`src/rtl/rf_write_scheduler_if.sv`:
```
// rf_write_scheduler_if: bundles the writeback, long-latency, issue/query and
// register-file write-port signals of the write scheduler.
// The slave modport is the scheduler; the master modport is its environment.
interface rf_write_scheduler_if;
    // Writeback stage
    logic        wb_valid;
    logic [4:0]  wb_rd;
    logic [31:0] wb_data;
    logic        wb_stall;

    // Long-latency unit
    logic        lu_valid;
    logic        lu_ready;
    logic [4:0]  lu_rd;
    logic [31:0] lu_data;

    // Issue and hazard query
    logic        iss_valid;
    logic [4:0]  iss_rd;
    logic [4:0]  q_rs1;
    logic [4:0]  q_rs2;
    logic [4:0]  q_rd;
    logic        hazard;

    // Register-file write port
    logic        rf_we;
    logic [4:0]  rf_rd;
    logic [31:0] rf_wdata;

    modport slave (
        input  wb_valid, wb_rd, wb_data,
        output wb_stall,
        input  lu_valid, lu_rd, lu_data,
        output lu_ready,
        input  iss_valid, iss_rd, q_rs1, q_rs2, q_rd,
        output hazard,
        output rf_we, rf_rd, rf_wdata
    );

    modport master (
        output wb_valid, wb_rd, wb_data,
        input  wb_stall,
        output lu_valid, lu_rd, lu_data,
        input  lu_ready,
        output iss_valid, iss_rd, q_rs1, q_rs2, q_rd,
        input  hazard,
        input  rf_we, rf_rd, rf_wdata
    );
endinterface

```
`src/rtl/rf_write_scheduler.sv`:
```
// rf_write_scheduler: arbitrates the single register-file write port between
// the in-order writeback stage and one long-latency result unit, and keeps a
// scoreboard of destination registers still owed by the long-latency unit.
// Long-latency results always pass through a one-entry hold register; a held
// result blocked by writeback for MAX_WAIT cycles forces a one-cycle wb_stall.
module rf_write_scheduler #(
    parameter int unsigned MAX_WAIT = 4   // legal range 1..15
) (
    input logic              clk,
    input logic              rst,
    rf_write_scheduler_if.slave bus
);

    localparam logic [3:0] WAIT_LIMIT = 4'(MAX_WAIT);

    logic        hv;
    logic [4:0]  h_rd;
    logic [31:0] h_data;
    logic [3:0]  wcnt;
    logic [31:0] pending;
    logic [31:0] pending_next;

    logic        stall;
    logic        wb_win;
    logic        drain;
    logic        ready;
    logic        accept;
    logic        iss_set;

    logic        we_q;
    logic [4:0]  rd_q;
    logic [31:0] wdata_q;

    // Arbitration: the held result is forced through once it has waited
    // MAX_WAIT cycles; stall depends on registers only, so it never loops
    // back through the writeback stage combinationally.
    assign stall   = hv && (wcnt == WAIT_LIMIT);
    assign wb_win  = bus.wb_valid && !stall;
    assign drain   = hv && !wb_win;          // hv & (!wb_valid | wb_stall)
    assign ready   = !hv || drain;           // hold is empty or empties this edge
    assign accept  = bus.lu_valid && ready;
    assign iss_set = bus.iss_valid && (bus.iss_rd != 5'd0);

    assign bus.wb_stall = stall;
    assign bus.lu_ready = ready;
    assign bus.hazard   = pending[bus.q_rs1] | pending[bus.q_rs2] | pending[bus.q_rd];
    assign bus.rf_we    = we_q;
    assign bus.rf_rd    = rd_q;
    assign bus.rf_wdata = wdata_q;

    // Hold-register valid bit: a refill on the drain edge keeps it set.
    // NOTE: sequential state uses non-blocking (<=) so every flop samples the
    // pre-edge values regardless of block ordering.
    always_ff @(posedge clk or posedge rst) begin
        if (rst) begin
            hv <= 1'b0;
        end else if (accept) begin
            hv <= 1'b1;
        end else if (drain) begin
            hv <= 1'b0;
        end
    end

    // Hold-register payload, loaded on every accepted long-latency result.
    // NOTE: the payload has no reset; hv qualifies it, so a reset value would
    // only cost reset fan-out without changing behaviour.
    always_ff @(posedge clk) begin
        if (accept) begin
            h_rd   <= bus.lu_rd;
            h_data <= bus.lu_data;
        end
    end

    // Wait counter: counts cycles the held result loses to writeback.
    always_ff @(posedge clk or posedge rst) begin
        if (rst) begin
            wcnt <= 4'd0;
        end else if (!hv || drain) begin
            wcnt <= 4'd0;
        end else if (wcnt != WAIT_LIMIT) begin
            wcnt <= wcnt + 4'd1;
        end
    end

    // Registered write port: writeback first, then the held result; an x0
    // destination consumes the source but suppresses the enable.
    always_ff @(posedge clk or posedge rst) begin
        if (rst) begin
            we_q    <= 1'b0;
            rd_q    <= 5'd0;
            wdata_q <= 32'd0;
        end else if (wb_win) begin
            we_q    <= (bus.wb_rd != 5'd0);
            rd_q    <= bus.wb_rd;
            wdata_q <= bus.wb_data;
        end else if (hv) begin
            we_q    <= (h_rd != 5'd0);
            rd_q    <= h_rd;
            wdata_q <= h_data;
        end else begin
            we_q    <= 1'b0;
        end
    end

    // Scoreboard next state: clear on drain, then set on issue so set wins.
    // NOTE: pending_next gets a full default first, so no path leaves it
    // unassigned and no latch is inferred.
    always_comb begin
        pending_next = pending;
        if (drain) begin
            pending_next[h_rd] = 1'b0;
        end
        if (iss_set) begin
            pending_next[bus.iss_rd] = 1'b1;
        end
        pending_next[0] = 1'b0;
    end

    // Scoreboard register.
    always_ff @(posedge clk or posedge rst) begin
        if (rst) begin
            pending <= 32'd0;
        end else begin
            pending <= pending_next;
        end
    end

endmodule

```
`src/flat_wrapper.sv`:
```
// flat-port wrapper written by rule: the top's interface ports become plain ports
module rf_write_scheduler_flat 
#(
    parameter int unsigned MAX_WAIT = 4                       
)
  (clk, rst, bus_wb_valid, bus_wb_rd, bus_wb_data, bus_wb_stall, bus_lu_valid, bus_lu_rd, bus_lu_data, bus_lu_ready, bus_iss_valid, bus_iss_rd, bus_q_rs1, bus_q_rs2, bus_q_rd, bus_hazard, bus_rf_we, bus_rf_rd, bus_rf_wdata);
  rf_write_scheduler_if bus_i ();
  input logic clk;
  input logic rst;
  input wire logic [$bits(bus_i.wb_valid)-1:0] bus_wb_valid;
  input wire logic [$bits(bus_i.wb_rd)-1:0] bus_wb_rd;
  input wire logic [$bits(bus_i.wb_data)-1:0] bus_wb_data;
  output wire logic [$bits(bus_i.wb_stall)-1:0] bus_wb_stall;
  input wire logic [$bits(bus_i.lu_valid)-1:0] bus_lu_valid;
  input wire logic [$bits(bus_i.lu_rd)-1:0] bus_lu_rd;
  input wire logic [$bits(bus_i.lu_data)-1:0] bus_lu_data;
  output wire logic [$bits(bus_i.lu_ready)-1:0] bus_lu_ready;
  input wire logic [$bits(bus_i.iss_valid)-1:0] bus_iss_valid;
  input wire logic [$bits(bus_i.iss_rd)-1:0] bus_iss_rd;
  input wire logic [$bits(bus_i.q_rs1)-1:0] bus_q_rs1;
  input wire logic [$bits(bus_i.q_rs2)-1:0] bus_q_rs2;
  input wire logic [$bits(bus_i.q_rd)-1:0] bus_q_rd;
  output wire logic [$bits(bus_i.hazard)-1:0] bus_hazard;
  output wire logic [$bits(bus_i.rf_we)-1:0] bus_rf_we;
  output wire logic [$bits(bus_i.rf_rd)-1:0] bus_rf_rd;
  output wire logic [$bits(bus_i.rf_wdata)-1:0] bus_rf_wdata;
  assign bus_i.wb_valid = bus_wb_valid;
  assign bus_i.wb_rd = bus_wb_rd;
  assign bus_i.wb_data = bus_wb_data;
  assign bus_wb_stall = bus_i.wb_stall;
  assign bus_i.lu_valid = bus_lu_valid;
  assign bus_i.lu_rd = bus_lu_rd;
  assign bus_i.lu_data = bus_lu_data;
  assign bus_lu_ready = bus_i.lu_ready;
  assign bus_i.iss_valid = bus_iss_valid;
  assign bus_i.iss_rd = bus_iss_rd;
  assign bus_i.q_rs1 = bus_q_rs1;
  assign bus_i.q_rs2 = bus_q_rs2;
  assign bus_i.q_rd = bus_q_rd;
  assign bus_hazard = bus_i.hazard;
  assign bus_rf_we = bus_i.rf_we;
  assign bus_rf_rd = bus_i.rf_rd;
  assign bus_rf_wdata = bus_i.rf_wdata;
  rf_write_scheduler #(.MAX_WAIT(MAX_WAIT)) u_core (.clk(clk), .rst(rst), .bus(bus_i));
endmodule
```
`config.mk`:
```
export PLATFORM = sky130hd
export DESIGN_NAME = rf_write_scheduler_flat
export DESIGN_NICKNAME = d
export VERILOG_FILES = /design/src/rtl/rf_write_scheduler_if.sv /design/src/rtl/rf_write_scheduler.sv /design/src/flat_wrapper.sv
export SDC_FILE = /design/constraint.sdc
export NUM_CORES = 1
export LEC_CHECK = 0
export CORE_MARGIN = 2
export CORE_UTILIZATION = 44
export CTS_CLUSTER_SIZE = 30
export DETAILED_ROUTE_END_ITERATION = 8
export GPL_TIMING_DRIVEN = 0
export PLACE_DENSITY = 0.75
export SETUP_SLACK_MARGIN = 0.1
export SYNTH_ARGS = -nofsm -noshare
export SYNTH_HDL_FRONTEND = slang
export SYNTH_SLANG_ARGS = --single-unit
```
`constraint.sdc`:
```
create_clock -name clk -period 3.1 [get_ports clk]
set_input_delay 0.31 -clock clk [delete_from_list [all_inputs] [get_ports clk]]
set_output_delay 0.31 -clock clk [all_outputs]
set_load 0.1 [all_outputs]
```
# == Yosys cells after proc, flatten, opt, wreduce, memory -nomap -nowiden ==
# Cells that the tools add are included.
# totals
regBits,111
in_bits,99
output_inout_bits,41
# classes
addsub,1
n_lt_le_gt_ge,7
eq_ne,2
n_mux,22
bitwise_logic,5
n_reduce_logical,17
# op_table
cell,count
32-bit two-way mux,4
32-bit AND,1
32-bit inverter,1
32-bit bitwise OR,1
5-bit by 6-bit less-than comparator with 1-bit output (second input constant),5
1-bit binary-select mux with 5-bit select,3
5-bit nonzero test,3
1-bit demux with 5-bit select,2
5-bit by 1-bit >= comparator with 1-bit output (second input constant),2
5-bit two-way mux,2
1-bit two-way mux,9
4-bit two-way mux,2
1-bit logical AND,7
2-bit nonzero test,3
4-bit by 1-bit adder with 4-bit output (second input constant),1
4-bit by 3-bit equality test with 1-bit output (second input constant),1
4-bit by 3-bit != test with 1-bit output (second input constant),1
1-bit zero test,3
1-bit bitwise OR,2
1-bit logical OR,1

# == Logic depth before layout (Yosys ltp) ==
# depth
ltp_word,9
ltp_mapped,8
mapped_depth_nobuf,7

# == Worst setup path before layout ==
# No wires, ideal clock.
# synth_timing
kind,register -> register
start,register u_core.wcnt[0]
end,register u_core.h_data[0] (enable)
setup_time_ns,0.398
t_arrival_ns,2.826
t_required_ns,2.702
path_slack_ns,-0.123
stages_incl_launch_ff,8
path_buffers,1
period_less_slack_ns,3.223
path_cell_list,dfrtp_1 inv_1 ha_1 nand4b_2 and2_4 clkbuf_1 nand2_1 and2_1
# synth_via
elab_chain_cells,8
# synth_lines
element,line_no,text
start: declaration,rf_write_scheduler.sv:19,logic [3:0] wcnt;
start signal: assignment,rf_write_scheduler.sv:81,wcnt <= wcnt + 4'd1;
4-bit by 3-bit equality test with 1-bit output,rf_write_scheduler.sv:37,assign stall = hv && (wcnt == WAIT_LIMIT);
1-bit logical AND,rf_write_scheduler.sv:37,
1-bit zero test,rf_write_scheduler.sv:38,assign wb_win = bus.wb_valid && !stall;
1-bit logical AND,rf_write_scheduler.sv:38,
1-bit zero test,rf_write_scheduler.sv:39,assign drain = hv && !wb_win;
1-bit logical AND,rf_write_scheduler.sv:39,
1-bit logical OR,rf_write_scheduler.sv:40,assign ready = !hv || drain;
via bus_lu_ready,flat_wrapper.sv:17,output wire logic [$bits(bus_i.lu_ready)-1:0] bus_lu_ready;
1-bit logical AND,rf_write_scheduler.sv:41,assign accept = bus.lu_valid && ready;
via u_core.accept,rf_write_scheduler.sv:27,logic accept;
end signal: assignment,rf_write_scheduler.sv:70,h_data <= bus.lu_data;
end: declaration,rf_write_scheduler.sv:18,logic [31:0] h_data;
# The timed path passes the listed nets, and every way through them passes these cells.
# A chain may end at the register's enable or synchronous reset.

# == Final worst setup path ==
# layout_timing
start,input port bus_q_rd[0]
end,output port bus_hazard
# layout_via
elab_chain_cells,3
# layout_lines
element,line_no,text
start: declaration,flat_wrapper.sv:22,input wire logic [$bits(bus_i.q_rd)-1:0] bus_q_rd;
1-bit binary-select mux with 5-bit select,rf_write_scheduler.sv:46,assign bus.hazard = pending[bus.q_rs1] | pending[bus.q_rs2] | pending[bus.q_rd];
1-bit two-way mux (not written as such),rf_write_scheduler.sv:46,
1-bit bitwise OR,rf_write_scheduler.sv:46,
end: declaration,flat_wrapper.sv:23,output wire logic [$bits(bus_i.hazard)-1:0] bus_hazard;
# No other way between the ends. The select of a mux whose other input is x is not followed.

==> run summary <==
Final worst hold slack = 0.2693 ns
Per-cell via count in the routed design = 5.724
Hold violation total from the final report = 0
Utilization of the core after routing = 60.26%
FFs w/ async S/R, synth = 66.67%
Final HPWL DP = 10.86 mm
Skew-Pair Late Insertion Delay = 0.35 ns
Number of storage elements in the synthesis netlist = 111
Most common cell in the netlist = sky130_fd_sc_hd__o21ai_0
Start of the worst register-to-register path = u_core.wcnt[1]$_DFFE_PP0P_
Required @ worst endpoint = 2.79 ns
DR WL/cell = 19.63 um
Maximum number of pins on one net before global-route repair = 56
Clock period minus worst slack = 2.878 ns
Synth Warn # = 0
Most utilized layer in the global route result = met2
Kind of launch point of the worst setup path = input port
Final std cell area, no fill = 7148 um2
Placed instance area = 6868 um2
CTS root buffer = sky130_fd_sc_hd__clkbuf_16
Met1 usage in global routing = 29.09%
Commonest cells in the netlist = 84 x sky130_fd_sc_hd__o21ai_0, 74 x sky130_fd_sc_hd__dfrtp_1, 50 x sky130_fd_sc_hd__nand2_1
Tightest slew margin relative to the limit = 31.73%
Iter 0 DRT Violations = 303
First-pass DRT Iterations = 5
Worst Setup End Kind = output pin
Number of instances in the synthesized netlist = 451
TritonCTS Buffers = 9
Static power due to leakage = 2.903 nW
Path type of the worst setup path = input port to output pin
Max-capacitance violation count = 0
Die width = 113.8 um
Area added between synthesis and finish = 34.84%
Met3 global-route usage = 6.589%
Run status = finished, final reports clean
Total number of nets in the final design = 699
Count of flip-flops with a built-in enable after synthesis = 37
Routability cong. = 0.9056
Setup repair after global routing missed its margin = no
Count of instances resized after the clock tree is built = 4
Worst reg2reg path depth = 7
Clock skew after layout = 0.005394 ns
Count of final max-slew check failures = 0
Final-report setup violation count = 0
Height of the die = 113.8 um
Post-Synthesis Cell Area = 5301 um2
Inst Count DP = 734
Met2 track utilization from global routing = 37.80%
Hold buffer count at cts = 0
Count of input and output buffers = 135
Upper clock frequency limit = 347.4 MHz
DRT Wirelength = 14.72 mm
Count of placed standard cells in the final layout, fillers left out = 750
Area share of the largest cell type after synthesis = 34.93%
Final critical-path share of the clock period = 92.84%
# clock sinks = 111
Share of synthesized area occupied by flip-flops and latches = 55.89%
Wire length of the first global-routing pass = 23.13 mm
Clock transition at the registers of the reported paths = 0.07 ns
Area of the core region = 11,860 um2
Deepest clock path buffer count = 2
Data arrival time of the worst path = 2.57 ns
DRC violations left = 0
Worst Max-Slew Pin Slew = 1.021 ns
Slack of the worst reg-to-reg path = 0.50 ns
Tot GR Track Use = 23.12%
Power density over cell area = 581.2 nW/um2
Number of distinct library cells after synthesis = 52
Overflow left after global routing = 0
Antenna diodes = 0
Total power = 4.154 mW
CTS HTree Levels = 3
Primary FF master, synth = sky130_fd_sc_hd__dfrtp_1
Endpoint of the lowest-slack register-to-register path = u_core.h_rd[1]$_DFFE_PP_
Post-synthesis cell type with the largest combined area = sky130_fd_sc_hd__dfrtp_1
Antenna-violating nets left = 0
Post-Syn Nets = 552
Worst voltage drop across the vdd grid = 0.3588 mV
Buffers inserted by post-CTS timing repair = 0
Vias in the first global route = 4,429
Initial standard-cell utilization of the core = 44.69%
Die Outline Area = 12,940 um2
CTS tree = done
Share of cells above drive strength 1 = 9.453%
Maximum fanout along the worst path = 10
Site row count = 40
Antenna violations before repair = 0
Top cells by area in the synthesized netlist = sky130_fd_sc_hd__dfrtp_1 35%, sky130_fd_sc_hd__edfxtp_1 21%, sky130_fd_sc_hd__mux2i_1 8.5%
Mean Syn Cell Area = 11.75 um2
Kind of path behind the tightest hold check = input port to async pin
Top-Level Pins = 140
Routed via count = 4,293
-- area by class of cell --
cell class / instances / area (um2)
fillers: 971 / 4713
flip-flops and latches: 111 / 2963
multi-input cells: 308 / 2183
repair buffers: 136 / 1369
clock buffers: 11 / 242.7
well taps: 147 / 183.9
plain buffers: 24 / 126.4
clock inverters: 5 / 47.55
inverters: 8 / 32.53
-- per-stage QoR --
step	setup WS [ns]	TNS, ns
finish	0.2218	0
global route	0.1406	0
CTS	0.1058	0
detailed placement	-0.4448	-0.4448
global placement	-0.4693	-25.95
floorplan	0.2299	0
-- how the worst max path moves through the flow --
| stage | depth (start not counted) | endpoint | start |
|---|---|---|---|
| after floorplan | 7 | u_core.h_data[0]$_DFFE_PP_ | u_core.wcnt[0]$_DFFE_PP0P_ |
| after global placement | 8 | bus_hazard | bus_q_rd[0] |
| after detailed placement | 8 | bus_hazard | bus_q_rd[0] |
| after CTS | 7 | bus_lu_ready | u_core.wcnt[1]$_DFFE_PP0P_ |
| after global routing | 8 | bus_hazard | bus_q_rd[0] |
| final | 8 | bus_hazard | bus_q_rd[0] |
-- routing by layer --
| layer | vias to the layer above | wire, um |
|---|---|---|
| met1 | 2085 | 5945 |
| met2 | 212 | 7062 |
| met5 | - | 0 |
| li1 | 1970 | - |
| met3 | 26 | 1361 |
| met4 | 0 | 355 |
-- worst max-delay path, stage by stage --
cell                              delay, ns
sky130_fd_sc_hd__clkdlybuf4s50_1       0.53
sky130_fd_sc_hd__buf_6                 0.20
sky130_fd_sc_hd__nor2b_1               0.25
sky130_fd_sc_hd__a221oi_1              0.16
sky130_fd_sc_hd__a2111oi_0             0.43
sky130_fd_sc_hd__nor3_1                0.14
sky130_fd_sc_hd__nand4_1               0.11
sky130_fd_sc_hd__buf_2                 0.43
-- sequential cells by signal, summed over array words and instances (netlist names) --
| name | flops |
|---|---|
| u_core.bus.rf_rd | 5 |
| u_core.bus.rf_wdata | 32 |
| u_core.bus.rf_we | 1 |
| u_core.h_data | 32 |
| u_core.h_rd | 5 |
| u_core.hv | 1 |
| u_core.pending | 31 |
| u_core.wcnt | 4 |
-- placed cells by master (no fill, tap or decap), types with 3 or more instances in the layout --
| cell type | count |
|---|---|
| sky130_fd_sc_hd__clkbuf_1 | 10 |
| sky130_fd_sc_hd__clkdlybuf4s50_1 | 133 |
| sky130_fd_sc_hd__clkbuf_16 | 9 |
| sky130_fd_sc_hd__nand2b_1 | 7 |
| sky130_fd_sc_hd__buf_4 | 3 |
| sky130_fd_sc_hd__dfrtp_1 | 74 |
| sky130_fd_sc_hd__nand4_1 | 3 |
| sky130_fd_sc_hd__nor2b_1 | 10 |
| sky130_fd_sc_hd__nand2_1 | 50 |
| sky130_fd_sc_hd__nand3_1 | 12 |
| sky130_fd_sc_hd__o21ai_0 | 84 |
| sky130_fd_sc_hd__mux4_1 | 3 |
| sky130_fd_sc_hd__inv_1 | 7 |
| sky130_fd_sc_hd__a2111oi_0 | 4 |
| sky130_fd_sc_hd__mux2i_1 | 45 |
| sky130_fd_sc_hd__o2111ai_1 | 3 |
| sky130_fd_sc_hd__nand3b_1 | 6 |
| sky130_fd_sc_hd__nor2_1 | 12 |
| sky130_fd_sc_hd__buf_2 | 8 |
| sky130_fd_sc_hd__edfxtp_1 | 37 |
| sky130_fd_sc_hd__mux2_2 | 9 |
| sky130_fd_sc_hd__o21ai_1 | 15 |
| sky130_fd_sc_hd__mux4_2 | 10 |
-- power by group --
part / switching, mW / internal (mW) / total [mW] / leakage [nW]
combinational: 0.716 / 0.442 / 1.16 / 1.51
sequential: 0.158 / 1.70 / 1.86 / 1.25
clock: 0.497 / 0.641 / 1.14 / 0.144
-- kinds of logic (layout without fill, tap and decap cells) --
logic type | count (synthesis) | count (layout) | synth area share (%)
multiplexers | 68 | 68 | 16.43
flip-flops | 111 | 111 | 55.89
AND/OR/NAND/NOR | 116 | 116 | 11.23
AO/OA/AOI/OAI | 120 | 120 | 12.70
XOR/XNOR | 2 | 2 | 0.3305
buffers and inverters | 32 | 184 | 2.950
adder cells (fa/ha/maj) | 2 | 2 | 0.4720
No activity file was read; power rests on OpenSTA's default activity.
